$ cat src/rtl/onehot_pkg.sv
// Shared types and constants for the multi-cycle one-hot position encoder.
// Early-exit behaviour is selected in the top by ONEHOT_EARLY_EXIT_EN.
package onehot_pkg;

    typedef enum logic [1:0] {
        IDLE = 2'd0,
        SCAN = 2'd1,
        DONE = 2'd2
    } state_t;

    localparam logic MODE_STRICT = 1'b0;
    localparam logic MODE_PRIO   = 1'b1;

    // Ones-count only needs to distinguish none / one / many.
    localparam int unsigned     CNT_W     = 2;
    localparam logic [CNT_W-1:0] CNT_NONE  = 2'd0;
    localparam logic [CNT_W-1:0] CNT_ONE   = 2'd1;
    localparam logic [CNT_W-1:0] CNT_MULTI = 2'd2;

    function automatic logic [CNT_W-1:0] cnt_sat_add(input logic [CNT_W-1:0] a,
                                                     input logic [CNT_W-1:0] b);
        logic [CNT_W:0] sum;
        sum = {1'b0, a} + {1'b0, b};
        return (sum >= {1'b0, CNT_MULTI}) ? CNT_MULTI : sum[CNT_W-1:0];
    endfunction

endpackage

$ cat src/rtl/onehot_chunk_scan.sv
// Combinational scan of one chunk: any-bit flag, highest set local index,
// and ones-count saturated at two.
module onehot_chunk_scan
    import onehot_pkg::*;
#(
    parameter  int unsigned CHUNK = 8,
    localparam int unsigned IDX_W = (CHUNK > 1) ? $clog2(CHUNK) : 1
) (
    input  logic [CHUNK-1:0] data,
    output logic             found_c,
    output logic [IDX_W-1:0] idx_c,
    output logic [CNT_W-1:0] cnt_c
);

    // Ascending walk so the last hit is the highest index.
    always_comb begin
        found_c = 1'b0;
        idx_c   = '0;
        cnt_c   = CNT_NONE;
        for (int unsigned i = 0; i < CHUNK; i++) begin
            if (data[i]) begin
                found_c = 1'b1;
                idx_c   = IDX_W'(i);
                cnt_c   = cnt_sat_add(cnt_c, CNT_ONE);
            end
        end
    end

endmodule

$ cat src/rtl/onehot_pos_encoder.sv
// Multi-cycle one-hot to 1-based position encoder, MSB chunk first, with
// strict and MSB-priority modes. Define ONEHOT_EARLY_EXIT_EN to stop a strict
// scan as soon as a second set bit is seen.
module onehot_pos_encoder
    import onehot_pkg::*;
#(
    parameter  int unsigned WIDTH = 32,
    parameter  int unsigned CHUNK = 8,
    localparam int unsigned POS_W = $clog2(WIDTH + 1)
) (
    input  logic             clk,
    input  logic             rst,
    input  logic             in_valid,
    output logic             in_ready,
    input  logic [WIDTH-1:0] in_data,
    input  logic             in_mode,
    output logic             out_valid,
    input  logic             out_ready,
    output logic [POS_W-1:0] out_pos,
    output logic             out_zero,
    output logic             out_multi
);

    localparam int unsigned NCHUNK = WIDTH / CHUNK;
    localparam int unsigned K_W    = (NCHUNK > 1) ? $clog2(NCHUNK) : 1;
    localparam int unsigned IDX_W  = (CHUNK > 1) ? $clog2(CHUNK) : 1;

    generate
        if (WIDTH % CHUNK != 0) begin : g_bad_chunk
            $error("onehot_pos_encoder: WIDTH must be a multiple of CHUNK");
        end
    endgenerate

    state_t           state;
    logic [WIDTH-1:0] data_q;
    logic             mode_q;
    logic [K_W-1:0]   k_q;
    logic             found_q;
    logic [POS_W-1:0] pos_q;
    logic [CNT_W-1:0] cnt_q;

    logic [CHUNK-1:0] chunk_c;
    logic             c_found;
    logic [IDX_W-1:0] c_idx;
    logic [CNT_W-1:0] c_cnt;

    assign chunk_c = data_q[32'(k_q) * CHUNK +: CHUNK];

    onehot_chunk_scan #(
        .CHUNK (CHUNK)
    ) u_scan (
        .data    (chunk_c),
        .found_c (c_found),
        .idx_c   (c_idx),
        .cnt_c   (c_cnt)
    );

    // Running result including the chunk being examined this cycle.
    logic             scan_found_c;
    logic [POS_W-1:0] scan_pos_c;
    logic [CNT_W-1:0] scan_cnt_c;
    logic             early_c;
    logic             last_c;
    logic             res_multi_c;
    logic             res_zero_c;
    logic [POS_W-1:0] res_pos_c;

    always_comb begin
        scan_found_c = found_q | c_found;
        scan_cnt_c   = cnt_sat_add(cnt_q, c_cnt);
        scan_pos_c   = pos_q;
        if (!found_q && c_found) begin
            scan_pos_c = POS_W'(32'(k_q) * CHUNK + 32'(c_idx) + 32'd1);
        end
    end

`ifdef ONEHOT_EARLY_EXIT_EN
    assign early_c = (mode_q == MODE_STRICT) && (scan_cnt_c == CNT_MULTI);
`else
    assign early_c = 1'b0;
`endif

    assign last_c      = (k_q == '0) || early_c;
    assign res_multi_c = (scan_cnt_c == CNT_MULTI);
    assign res_zero_c  = (scan_cnt_c == CNT_NONE);
    assign res_pos_c   = (res_multi_c && mode_q == MODE_STRICT) ? '0 : scan_pos_c;

    always_ff @(posedge clk or posedge rst) begin
        if (rst) begin
            state     <= IDLE;
            in_ready  <= 1'b1;
            out_valid <= 1'b0;
            out_pos   <= '0;
            out_zero  <= 1'b0;
            out_multi <= 1'b0;
            data_q    <= '0;
            mode_q    <= MODE_STRICT;
            k_q       <= '0;
            found_q   <= 1'b0;
            pos_q     <= '0;
            cnt_q     <= CNT_NONE;
        end else begin
            case (state)
                IDLE: begin
                    if (in_valid && in_ready) begin
                        data_q   <= in_data;
                        mode_q   <= in_mode;
                        k_q      <= K_W'(NCHUNK - 1);
                        found_q  <= 1'b0;
                        pos_q    <= '0;
                        cnt_q    <= CNT_NONE;
                        in_ready <= 1'b0;
                        state    <= SCAN;
                    end
                end
                SCAN: begin
                    found_q <= scan_found_c;
                    pos_q   <= scan_pos_c;
                    cnt_q   <= scan_cnt_c;
                    k_q     <= k_q - K_W'(1);
                    if (last_c) begin
                        out_valid <= 1'b1;
                        out_pos   <= res_pos_c;
                        out_zero  <= res_zero_c;
                        out_multi <= res_multi_c;
                        state     <= DONE;
                    end
                end
                DONE: begin
                    // Result stays put until the consumer takes it.
                    if (out_ready) begin
                        out_valid <= 1'b0;
                        in_ready  <= 1'b1;
                        state     <= IDLE;
                    end
                end
                default: begin
                    out_valid <= 1'b0;
                    in_ready  <= 1'b1;
                    state     <= IDLE;
                end
            endcase
        end
    end

endmodule

$ cat config.mk
export PLATFORM = sky130hd
export DESIGN_NAME = onehot_pos_encoder
export DESIGN_NICKNAME = d
export VERILOG_FILES = /design/src/rtl/onehot_pkg.sv /design/src/rtl/onehot_chunk_scan.sv /design/src/rtl/onehot_pos_encoder.sv
export SDC_FILE = /design/constraint.sdc
export NUM_CORES = 1
export LEC_CHECK = 0
export ABC_AREA = 1
export CORE_ASPECT_RATIO = 0.75
export CORE_UTILIZATION = 48
export DETAILED_ROUTE_END_ITERATION = 8
export GPL_TIMING_DRIVEN = 0
export PLACE_DENSITY = 0.78
export REMOVE_ABC_BUFFERS = 1
export SYNTH_ARGS = -nofsm -noshare
export SYNTH_HDL_FRONTEND = slang
export SYNTH_SLANG_ARGS = --single-unit
export TNS_END_PERCENT = 30
$ cat constraint.sdc
create_clock -name clk -period 3.8 [get_ports clk]
set_clock_uncertainty 0.15 [all_clocks]
set_input_delay 0.57 -clock clk [delete_from_list [all_inputs] [get_ports clk]]
set_output_delay 0.57 -clock clk [all_outputs]
set_load 0.02 [all_outputs]
# ---- Yosys cells after proc, flatten, opt, wreduce, memory -nomap -nowiden
# Index checks and enable logic that the tools add are counted.
# W data, S select, Z words.
dict set report classes {
  bitwise_logic 4
  div_mod_pow 0
  muxes 50
  n_mul 0
  reduce_logical 14
  n_shift 1
  n_addsub 11
  magnitude_cmp 8
  eq_ne 6
}
# operator count
set ops {}
lappend ops {{$mux W2} 22}
lappend ops {{$shiftx A32 B6 Y8} 1}
lappend ops {{$ge A3 B2 Y1 const B} 8}
lappend ops {{$add A2 B1 Y3 const B} 6}
lappend ops {{$mux W6} 3}
lappend ops {{$mux W1} 14}
lappend ops {{$mux W3} 4}
lappend ops {{$pmux W6 S2} 1}
lappend ops {{$reduce_and A3 Y1} 3}
lappend ops {{$pmux W2 S2} 2}
lappend ops {{$add A5 B3 Y6} 1}
lappend ops {{$add A6 B1 Y6 const B} 1}
lappend ops {{$logic_not A2 Y1} 3}
lappend ops {{$ne A2 B2 Y1 const B} 3}
lappend ops {{$pmux W1 S3} 2}
lappend ops {{$pmux W2 S3} 1}
lappend ops {{$reduce_and A2 Y1} 3}
lappend ops {{$eq A2 B2 Y1 const B} 2}
lappend ops {{$add A2 B2 Y3} 1}
lappend ops {{$logic_and A1 B1 Y1} 3}
lappend ops {{$not A1 Y1} 3}
lappend ops {{$add A1 B1 Y2 const B} 1}
lappend ops {{$eq A2 B1 Y1 const B} 1}
lappend ops {{$pmux W1 S2} 1}
lappend ops {{4 further kinds} 4}
dict set report totals {
  regBits 56
  mem_bits_rw 0
  memories 0
  romBits 0
  elab_cells 106
  latch_bits 0
  inputBits 37
  out_inout_bits 10
}

# ---- Depth between registers and ports, before layout
dict set report depth {
  ltp_word 36
  depth_mapped 25
}

# ---- Cells and area by module
# A second synthesis with hierarchy kept.
dict set report unflattened {
  hier_cells 374
  hier_area_um2 2859.0
}
# module n_inst cells_each area_each_um2
set modules_own_cells {}
lappend modules_own_cells {onehot_pos_encoder 1 317 2568.7}
lappend modules_own_cells {onehot_chunk_scan 1 57 290.3}

# ---- Worst setup path after synthesis
# No wires, ideal clock.
dict set report synth_timing {
  path_type {register to register}
  from {reg k_q[0]}
  to {reg out_pos[1]}
  required_ns 3.505
  period_less_slack_ns 3.619
  stages_incl_launch_ff 23
  n_path_buf 1
  arrival_time_ns 3.325
  setup_slack_ns 0.181
  setup_time_ns 0.145
  path_cell_list {dfrtp_1 -> buf_2 -> nand2_1 -> a32oi_1 -> inv_1 -> ha_1 -> inv_1 -> nand3_1 -> nand2_1 -> nor2_1 -> nand2_1 -> nand2_1 -> o21ai_1 -> nand3_1 -> nand3_1 -> nand2_1 -> nand2_1 -> inv_1 -> ha_1 -> fa_1 -> nor2_1 -> o21ai_0 -> o21ai_0}
}
dict set report synth_between {
  elab_chain_len 36
  word_cells_on_any_way 57
}
# item line
set synth_lines {}
lappend synth_lines {{start, declared} onehot_pos_encoder.sv:37} ;# logic [K_W-1:0] k_q;
lappend synth_lines {{start signal, assigned} onehot_pos_encoder.sv:108} ;# k_q <= K_W'(NCHUNK - 1);
lappend synth_lines {{start signal, assigned} onehot_pos_encoder.sv:120} ;# k_q <= k_q - K_W'(1);
lappend synth_lines {{$shiftx A32 B6 Y8} onehot_pos_encoder.sv:47} ;# assign chunk_c = data_q[32'(k_q) * CHUNK +: CHUNK];
lappend synth_lines {{$mux W1} onehot_chunk_scan.sv:21} ;# if (data[i]) begin
lappend synth_lines {{$add A1 B1 Y2} onehot_pkg.sv:23} ;# sum = {1'b0, a} + {1'b0, b};
lappend synth_lines {{$ge A3 B2 Y1} onehot_pkg.sv:24} ;# return (sum >= {1'b0, CNT_MULTI}) ? CNT_MULTI : sum[CNT_W-1:0];
lappend synth_lines {{$mux W2} onehot_pkg.sv:24}
lappend synth_lines {{$mux W2} onehot_chunk_scan.sv:21}
lappend synth_lines {{$add A2 B1 Y3} onehot_pkg.sv:23}
lappend synth_lines {{$ge A3 B2 Y1} onehot_pkg.sv:24}
lappend synth_lines {{[... 20 more ...]} --}
lappend synth_lines {{$mux W2} onehot_pkg.sv:24}
lappend synth_lines {{$mux W2} onehot_chunk_scan.sv:21}
lappend synth_lines {{$add A2 B2 Y3} onehot_pkg.sv:23}
lappend synth_lines {{$ge A3 B2 Y1} onehot_pkg.sv:24}
lappend synth_lines {{$mux W2} onehot_pkg.sv:24}
lappend synth_lines {{$eq A2 B2 Y1} onehot_pos_encoder.sv:84} ;# assign res_multi_c = (scan_cnt_c == CNT_MULTI);
lappend synth_lines {{$logic_and A1 B1 Y1} onehot_pos_encoder.sv:86} ;# assign res_pos_c = (res_multi_c && mode_q == MODE_STRICT) ? '0 : scan_pos_c;
lappend synth_lines {{$mux W6} onehot_pos_encoder.sv:86}
lappend synth_lines {{end signal, assigned} onehot_pos_encoder.sv:123} ;# out_pos <= res_pos_c;
lappend synth_lines {{end, declared} onehot_pos_encoder.sv:19} ;# output logic [POS_W-1:0] out_pos,
# Parallel ways exist; a longest one is shown, timed or not.
# A chain may end at the register's enable or synchronous reset.

# ---- Final worst setup path
dict set report layout_timing {
  from {reg k_q[0]}
  to {reg out_pos[5]}
}
# The elaborated chain is that of the path after synthesis.

==> impl_metrics.tcl <==
set metrics [dict create \
    netlist_area_um2 2820 \
    final_core_util_pct 67.1 \
    die_y_um 68.4 \
    clock-sinks 56 \
    vdd_ir_drop_max_v 0.000417 \
    power_mw 3.87 \
    layout_common_cells "159 x nand2_1, 53 x dfrtp_1, 46 x clkdlybuf4s50_1, 17 x inv_1, 16 x o21ai_1" \
    nets 466 \
    track_usage_pct 22.0 \
    dr_total_vias 2491 \
    reg2reg_to "out_pos[5]$_DFFE_PP0P_" \
    final_antenna_net_count 0 \
    syn_inst 364 \
    io_buffer_count 46 \
    cp_slowest_cell "fa_1" \
    cp_max_fo 7 \
    yosysTopAreaCell "dfrtp_1" \
    cts_tree "yes" \
    clkSlewWorstSetupHoldPaths_ns 0.10 \
    synth_warnings 0 \
    holdPathEnd "data_q[28]$_DFFE_PP0P_" \
    synth.top_cell.area_share_pct 48.7 \
    finalSetupViolCount 0 \
    wl_per_cell_um 13.2 \
    hold_path.startpoint "data_q[28]$_DFFE_PP0P_" \
    fin_crit_sh_pct 98.4 \
    grt_pass1_vias 2298 \
    grt_pass1_wl_mm 10.6 \
    run_status "finished clean" \
    syn2layout_area_growth_pct 30.5 \
    holdWs_ns 0.337 \
    clockBufferDepth 2 \
    first_iter_violations 253 \
    slew_headroom_pct 15.2 \
    r2r_cells 25 \
    crit_top_cell "nand2_2" \
    critPathLaunchType "flip-flop" \
    grt_start_max_net_pins 38 \
    critPathKind "reg2reg" \
    viasPerCell 5.01 \
    cts_htree_levels 2 \
    dp_hpwl_mm 4.08 \
    route.detailed.drc 0 \
    min_period_ns 3.74 \
    cp_slowest_stage_delay_ns 0.56 \
    hold_violations 0 \
    crit_required_ns 3.85 \
    first_pass_iters 4 \
    root_buffer "clkbuf_8" \
    clock.fmax_mhz 267 \
    die_w_um 90.6 \
    rows 23 \
    setup_tns_ns 0 \
    antenna_found_initial 0 \
    synth_area_leaders "dfrtp_1 49%, nand2_1 22%, o21ai_1 3.2%" \
    gp_congestion 0.891 \
    arrival_ns 3.79 \
    whs_path_depth 2 \
    core_area_um2 5500 \
    synth_seq_cells 56 \
    dieArea_um2 6200 \
    r2r_setup_slack_ns 0.06 \
    synth_area_per_cell_um2 7.76 \
    start_util_pct 51.4 \
    drive_gt1_share_pct 16.8 \
    ys_types 32 \
    hold_class "reg2reg" \
    end_kind "flip-flop" \
    power_density_nw_per_um2 1050 \
    maxCapViolCount 0 \
    worst_pin_slew_ns 1.27 \
    reg2reg_from "k_q[0]$_DFFE_PP0P_" \
    grt_overflow 0 \
    mostFrequentLayoutCell "nand2_1" \
    leakage_nw 1.82 \
    seq_area_frac_synth_pct 49.7 \
    cts_buffers 5 \
    ctsHoldBuffers 0 \
    slew_viol_final 0 \
    io_pins 47 \
    diodes 0 \
    finalWirelength_mm 6.57 \
    rsz0062_at_grt "yes" \
    clock_latency_ns 0.31 \
]
## Yosys cell counts (all sizes together)
master  count
nand2     174
dfrtp      55
o21ai      35
inv        28
nand3      19
nor2       15
buf         8
ha          7
a21oi       5
clkbuf      3
a32oi       2
nor3        2
o22ai       2
a22oi       1
a32o        1
clkinv      1
dfstp       1
fa          1
o21a        1
or2         1
xnor2       1
xor2        1
## what timing repair did
item | CTS | global route
pin swaps | 2 | 21
gates resized for setup | 12 | 30
endpoints found under the setup margin | 10 | 10
setup buffers | 9 | 5
## per-layer routing
layer | share of wire [%] | GRT usage (%) | vias to the layer above
li1 | - | - | 1265
met1 | 46 | 28.7 | 1148
met2 | 48 | 38.1 | 66
met3 | 4.4 | 3.89 | 12
met4 | 1.4 | 6.65 | 0
met5 | 0 | 0 | -
## state kept, by name, indices dropped and copies added (netlist names)
signal	flops
cnt_q	2
data_q	32
found_q	1
in_ready	1
k_q	2
mode_q	1
out_multi	1
out_pos	6
out_valid	1
out_zero	1
pos_q	6
state	2
## area by class of cell
| type | count | area, um2 |
|---|---|---|
| Clock buffer | 7 | 86.3 |
| Clock inverter | 1 | 7.51 |
| Fill cell | 455 | 1810 |
| Inverter | 29 | 119 |
| Multi-Input combinational cell | 268 | 1370 |
| Sequential cell | 56 | 1410 |
| Tap cell | 75 | 93.8 |
| Timing Repair Buffer | 61 | 602 |
## kinds of logic (layout without fill, tap and decap cells)
logic type	Yosys count	in the layout	share of synthesized area (%)
AND/OR/NAND/NOR	211	211	30.5
flip-flops	56	56	49.7
AO/OA/AOI/OAI	47	47	9.30
buffers and inverters	40	98	6.07
adder cells (fa/ha/maj)	8	8	3.81
XOR/XNOR	2	2	0.620
## worst max path at each step
stage,start,to,slack [ns],cells past startpoint
2_1_floorplan,k_q[0]$_DFFE_PP0P_,out_pos[1]$_DFFE_PP0P_,-0.009,22
3_3_place_gp,k_q[0]$_DFFE_PP0P_,out_pos[1]$_DFFE_PP0P_,-0.77,22
3_5_place_dp,k_q[0]$_DFFE_PP0P_,out_pos[1]$_DFFE_PP0P_,-0.97,22
4_1_cts,k_q[0]$_DFFE_PP0P_,out_pos[5]$_DFFE_PP0P_,0.005,23
5_1_grt,k_q[0]$_DFFE_PP0P_,out_pos[5]$_DFFE_PP0P_,-0.13,25
6_report,k_q[0]$_DFFE_PP0P_,out_pos[5]$_DFFE_PP0P_,0.06,25
## worst max-delay path, delay by kind of cell, from the launching register on
family / cells / cell delay, ns
adders and majority gates: 3 / 1.00
and+or+nand+nor: 12 / 0.88
DFF: 1 / 0.54
AOI/OAI and AO/OA: 3 / 0.53
buffers and inverters: 7 / 0.49
## per-stage QoR
step                area [um2]  std cells  setup slack, ns
finish                    3690        497           0.0616
global route              3690        497           -0.128
CTS                       3540        492          0.00515
detailed placement        3340        475           -0.967
global placement          3320        474           -0.771
floorplan                 2760        353         -0.00944
## where the power goes
| group | total, mW | leakage (nW) | switching (mW) | internal [mW] |
|---|---|---|---|---|
| sequential | 1.04 | 0.700 | 0.166 | 0.871 |
| combinational | 2.49 | 1.08 | 1.52 | 0.966 |
| clock | 0.343 | 0.0445 | 0.194 | 0.149 |
| total | 3.87 | 1.82 | 1.88 | 1.99 |
Power figures use the tool's default switching activity.
